[config.mk]
export PLATFORM = sky130hd
export DESIGN_NAME = pot_scan_ctrl
export DESIGN_NICKNAME = d
export VERILOG_FILES = /design/src/rtl/pot_scan_ctrl.sv
export SDC_FILE = /design/constraint.sdc
export NUM_CORES = 1
export LEC_CHECK = 0
export CORE_MARGIN = 2
export CORE_UTILIZATION = 30
export CTS_BUF_LIST = sky130_fd_sc_hd__clkbuf_4
export DETAILED_ROUTE_END_ITERATION = 8
export PLACE_DENSITY = 0.6
export SYNTH_ARGS = -nofsm -noshare
export SYNTH_HDL_FRONTEND = slang
export SYNTH_SLANG_ARGS = --single-unit
[constraint.sdc]
create_clock -name clk179 -period 1.6 [get_ports clk179]
set_input_delay 0.4 -clock clk179 [delete_from_list [all_inputs] [get_ports clk179]]
set_output_delay 0.4 -clock clk179 [all_outputs]
set_load 0.02 [all_outputs]
[src/rtl/pot_scan_ctrl.sv]
// pot_scan_ctrl: paddle (potentiometer) scan controller.
// A POTGO strobe dumps the pot capacitors for two scan ticks, then counts
// scan ticks 0..228. Each paddle whose comparator fires latches the current
// count into its POTi register. Paddles that never fire latch 228 on the
// terminal tick. Ticks come every clock in fast mode, or every 114 clocks
// in slow mode.

module pot_scan_ctrl (
   input  logic       clk179,
   input  logic       rst_L,
   input  logic       skctl_fast,
   input  logic       POTGO_strobe,
   input  logic [3:0] pot_scan_in,
   output logic [7:0] POT0,
   output logic [7:0] POT1,
   output logic [7:0] POT2,
   output logic [7:0] POT3,
   output logic [7:0] ALLPOT,
   output logic       pot_rel,
   output logic       scan_busy
);

   localparam logic [6:0] PRESCALE_LAST = 7'd113;
   localparam logic [7:0] SCAN_LAST     = 8'd228;

   typedef enum logic [1:0] {
      IDLE = 2'd0,
      DUMP = 2'd1,
      SCAN = 2'd2
   } state_t;

   state_t     r_state;
   logic [1:0] r_sync1;
   logic [1:0] r_sync2Unused;
   logic [3:0] r_syncA;
   logic [3:0] r_syncB;
   logic [6:0] r_prescale;
   logic [7:0] r_scanCnt;
   logic       r_dumpCnt;
   logic [7:0] r_pot [4];
   logic [3:0] r_allPot;
   logic       r_potRel;

   state_t     w_nextState;
   logic [7:0] w_nextScanCnt;
   logic       w_nextDumpCnt;
   logic [7:0] w_nextPot [4];
   logic [3:0] w_nextAllPot;
   logic       w_nextPotRel;
   logic       w_tick;
   logic [3:0] w_syncIn;

   // The 2-bit r_sync1/r_sync2Unused pair is not used by the design.
   // Tie it off so every declared register has a defined value.
   always_ff @(posedge clk179) begin
      r_sync1       <= 2'b00;
      r_sync2Unused <= 2'b00;
   end

   // Two-flop synchronizer for the asynchronous comparator outputs.
   always_ff @(posedge clk179) begin
      if (!rst_L) begin
         r_syncA <= 4'b0000;
         r_syncB <= 4'b0000;
      end else begin
         r_syncA <= pot_scan_in;
         r_syncB <= r_syncA;
      end
   end

   assign w_syncIn = r_syncB;

   // Slow-mode prescaler. It runs in both modes so that a mid-scan mode
   // change picks up from wherever it is. It restarts on every strobe.
   always_ff @(posedge clk179) begin
      if (!rst_L) begin
         r_prescale <= 7'd0;
      end else if (POTGO_strobe) begin
         r_prescale <= 7'd0;
      end else if (r_prescale == PRESCALE_LAST) begin
         r_prescale <= 7'd0;
      end else begin
         r_prescale <= r_prescale + 7'd1;
      end
   end

   assign w_tick = skctl_fast | (r_prescale == PRESCALE_LAST);

   // State and datapath registers. Reset wins over a simultaneous strobe.
   always_ff @(posedge clk179) begin
      if (!rst_L) begin
         r_state   <= IDLE;
         r_scanCnt <= 8'd0;
         r_dumpCnt <= 1'b0;
         r_allPot  <= 4'b0000;
         r_potRel  <= 1'b1;
         for (int i = 0; i < 4; i++) begin
            r_pot[i] <= 8'd0;
         end
      end else begin
         r_state   <= w_nextState;
         r_scanCnt <= w_nextScanCnt;
         r_dumpCnt <= w_nextDumpCnt;
         r_allPot  <= w_nextAllPot;
         r_potRel  <= w_nextPotRel;
         for (int i = 0; i < 4; i++) begin
            r_pot[i] <= w_nextPot[i];
         end
      end
   end

   // Next-state and datapath logic. A strobe overrides everything,
   // including a terminal tick or a latch in the same cycle.
   always_comb begin
      w_nextState   = r_state;
      w_nextScanCnt = r_scanCnt;
      w_nextDumpCnt = r_dumpCnt;
      w_nextAllPot  = r_allPot;
      for (int i = 0; i < 4; i++) begin
         w_nextPot[i] = r_pot[i];
      end

      if (POTGO_strobe) begin
         w_nextState   = DUMP;
         w_nextScanCnt = 8'd0;
         w_nextDumpCnt = 1'b0;
         w_nextAllPot  = 4'hF;
         for (int i = 0; i < 4; i++) begin
            w_nextPot[i] = 8'd0;
         end
      end else begin
         case (r_state)
            DUMP: begin
               if (w_tick) begin
                  if (r_dumpCnt) begin
                     w_nextState   = SCAN;
                     w_nextScanCnt = 8'd0;
                     w_nextDumpCnt = 1'b0;
                  end else begin
                     w_nextDumpCnt = 1'b1;
                  end
               end
            end
            SCAN: begin
               if (w_tick) begin
                  if (r_scanCnt >= SCAN_LAST) begin
                     for (int i = 0; i < 4; i++) begin
                        if (r_allPot[i]) begin
                           w_nextPot[i] = SCAN_LAST;
                        end
                     end
                     w_nextAllPot = 4'b0000;
                     w_nextState  = IDLE;
                  end else begin
                     for (int i = 0; i < 4; i++) begin
                        if (r_allPot[i] && w_syncIn[i]) begin
                           w_nextPot[i]    = r_scanCnt;
                           w_nextAllPot[i] = 1'b0;
                        end
                     end
                     w_nextScanCnt = r_scanCnt + 8'd1;
                  end
               end
            end
            default: begin
               w_nextState = IDLE;
            end
         endcase
      end

      w_nextPotRel = (w_nextState != SCAN);
   end

   assign POT0      = r_pot[0];
   assign POT1      = r_pot[1];
   assign POT2      = r_pot[2];
   assign POT3      = r_pot[3];
   assign ALLPOT    = {4'b0000, r_allPot};
   assign pot_rel   = r_potRel;
   assign scan_busy = (r_state != IDLE);

endmodule

==> impl_metrics.yaml <==
min_path:
  hold_class: "flop to flop"
  whs_path_depth: 1
  min_to: "r_syncB[3]$_SDFF_PN0_"
  min-delay-start: "r_syncA[3]$_SDFF_PN0_"
setup_path:
  crit_path_start: "r_prescale[1]$_SDFF_PP0_"
  rr_worst_depth: 8
  r2r_slack_ns: -0.05
  r2r-end: "r_pot[2][0]$_SDFFE_PP0P_"
  cp.required_ns: 1.90
  startpoint_type: "flop"
  cp-end-kind: "flop"
  cp.arrival_ns: 1.95
  crit_type: "flop to flop"
  r2r-start: "r_prescale[1]$_SDFF_PP0_"
  cp_max_fo: 5
clock_tree:
  insertion_delay_ns: 0.41
  cts_tree: "yes"
  cts-root-buf: "clkbuf_4"
  clockBufferDepth: 2
  clk_pin_slew_ns: 0.11
  cts_buffers: 9
  cts.sinks: 63
  cts.htree.levels: 3
pwr:
  finalPower_mw: 2.94
  p_seq_share_pct: 54.7
  p_int_mw: 2.18
  power.density_nw_per_um2: 744
  ir_drop_mv: 0.453
  leakagePower_nw: 1.53
  p_sw_uw: 760
  switching_share_pct: 25.8
  pwr-share-clk_pct: 37.3
  p_comb_share_pct: 8.0
timing:
  drv_slew: 0
  setup_viol: 25
  period_share_pct: 103
  rsz0062_at_grt: "yes"
  period_needed_ns: 1.65
  fin_ws_ns: -0.0488
  hold_viol: 0
  skew_ns: 0.0180
  setup_tns_ns: -0.656
  fmax_ghz: 0.606
  hold-worst-slack_ns: 0.442
run:
  max-cap-violations: 0
routing:
  vias_per_cell: 4.81
  routedWlPerCell_um: 14.4
  postRouteAntennaNets: 0
  drtPass1Iterations: 4
  post-route-drc-count: 0
  drt_iter0_markers: 120
  wirelength_mm: 6.76
  vias: 2258
synthesis:
  syn_avg_cell_area_um2: 9.74
  syn-cell-area_um2: 2580
  yosysTopAreaCell: "dfxtp_1"
  yosysUniqueCellTypes: 34
  synth.area.top_cells: "dfxtp_1, a32o_1, nand3_1"
  ys_warn_count: 0
  yosys_most_used_dff: "dfxtp_1"
  ys_seq_area_share_pct: 48.9
  syn_inst: 265
  synth_top_area_share_pct: 48.9
  ys_ff_latch: 63
  synth_edf_count: 0
  ys_top_cells_by_count: "dfxtp_1, nor2_1, nand3_1"
  synthArstFlopShare_pct: 0
  yosys.cell_count.top_type: "dfxtp_1"
final_layout:
  utilization_pct: 47.8
  final_cells: 469
  layout-drive-gt1-share_pct: 33.2
  diodes: 0
  area_growth_pct: 53.0
  multi_input_area_um2: 1490
  fin_nets: 374
  fillers: 798
  ff_latch_area_um2: 1260
  finalInstanceArea_um2: 3950
global_route:
  antenna_found_initial: 0
  grt_pass1_wl_mm: 11.1
  grt_usage_pct: 14.7
  grt_max_degree: 15
  grt.overflow.total: 0
  grt_pass1_vias: 2237
place:
  io_buffer_count: 45
  dpl_cell_area_um2: 3440
  gp_congestion: 0.735
  dp_hpwl_mm: 4.44
  dp_slack_ns: -0.283
  placedCellCount: 442
die:
  die_area_um2: 9360
  die_h_um: 96.7
  fp-row-count: 33
  start_util_pct: 31.2
  coreArea_um2: 8260
  fp.dieW_um: 96.7
  pin_count: 50
run_status:
  failed_checks: "negative setup slack"
  status: "complete, but fails checks"
[registers in the layout, summed over array words and instances, names as in the netlist]
signal      cells
r_pot          32
r_scanCnt       8
r_prescale      7
r_allPot        4
r_syncA         4
r_syncB         4
r_state         2
pot_rel         1
r_dumpCnt       1
[worst max-delay path: stages, from the launching register on]
cell,delay (ns)
dfxtp_2,0.35
inv_2,0.04
ha_4,0.14
and4bb_1,0.20
a31o_4,0.26
buf_16,0.15
nand3b_4,0.14
nor2_4,0.07
a32o_1,0.20
[repair_timing]
action | 4_1_cts | 5_1_grt
resized for setup | 73 | 33
setup buffers | 6 | 2
pin swaps | 31 | 21
cloned | 4 | 0
setup endpoints to repair | 81 | 48
hold buffers | 0 | 0
[logic make-up after synthesis]
family	Yosys count	synth area share, %
adder cells (fa/ha/maj)	7	3.39
multiplexers	1	0.436
flip-flops	63	48.9
XOR/XNOR	12	4.07
AND/OR/NAND/NOR	105	20.0
AO/OA/AOI/OAI	52	17.2
buffers and inverters	24	5.82
other	1	0.145
[routing by layer]
layer  up-vias  global-route usage (%)  share of wire, %
li1       1127                       -                 -
met1      1078                    18.8                47
met2        49                    23.7                47
met3         4                    5.13               4.8
met4         0                    4.12              0.61
met5         -                       0                 0
[area by class of cell]
| cell class | count | area share, % |
|---|---|---|
| Timing Repair Buffer | 94 | 22.8 |
| Clock buffer | 9 | 1.71 |
| Clock inverter | 7 | 1.84 |
| Tap cell | 105 | 3.33 |
| Inverter | 7 | 0.666 |
| Sequential cell | 63 | 32.0 |
| Multi-Input combinational cell | 184 | 37.7 |
[placed cells by master (no fill, tap or decap), drive strengths merged, types with 3 or more instances in the layout]
cell type and instances:
nand2 16, clkdlybuf4s50 7, ha 7, a21oi 4, clkdlybuf4s15 3, clkbuf 9, and2 11, nor2 32
nand3 25, xor2 4, conb 4, a32o 16, inv 8, nor3 10, xnor2 8, dfxtp 63
clkinv 3, o21ai 23, dlygate4sd2 34, buf 50, o2111ai 7
[power by group through the flow]
| stage | registers (mW) | clock network, mW | logic (mW) |
|---|---|---|---|
| after floorplan | 1.65 | 0 | 0.0816 |
| after global placement | 1.64 | 0 | 0.192 |
| after detailed placement | 1.64 | 0 | 0.195 |
| after CTS | 1.61 | 1.13 | 0.222 |
| after global routing | 1.61 | 1.20 | 0.255 |
| final | 1.61 | 1.10 | 0.234 |
[worst max-delay path by stage]
stage / endpoint / cells after the start
floorplan: r_pot[3][3]$_SDFFE_PP0P_ / 8
global placement: r_scanCnt[7]$_SDFFE_PP0P_ / 6
detailed placement: r_scanCnt[7]$_SDFFE_PP0P_ / 6
CTS: r_pot[0][1]$_SDFFE_PP0P_ / 7
global route: r_pot[0][1]$_SDFFE_PP0P_ / 7
finish: r_pot[2][0]$_SDFFE_PP0P_ / 8
(Power assumes the default switching activity.)
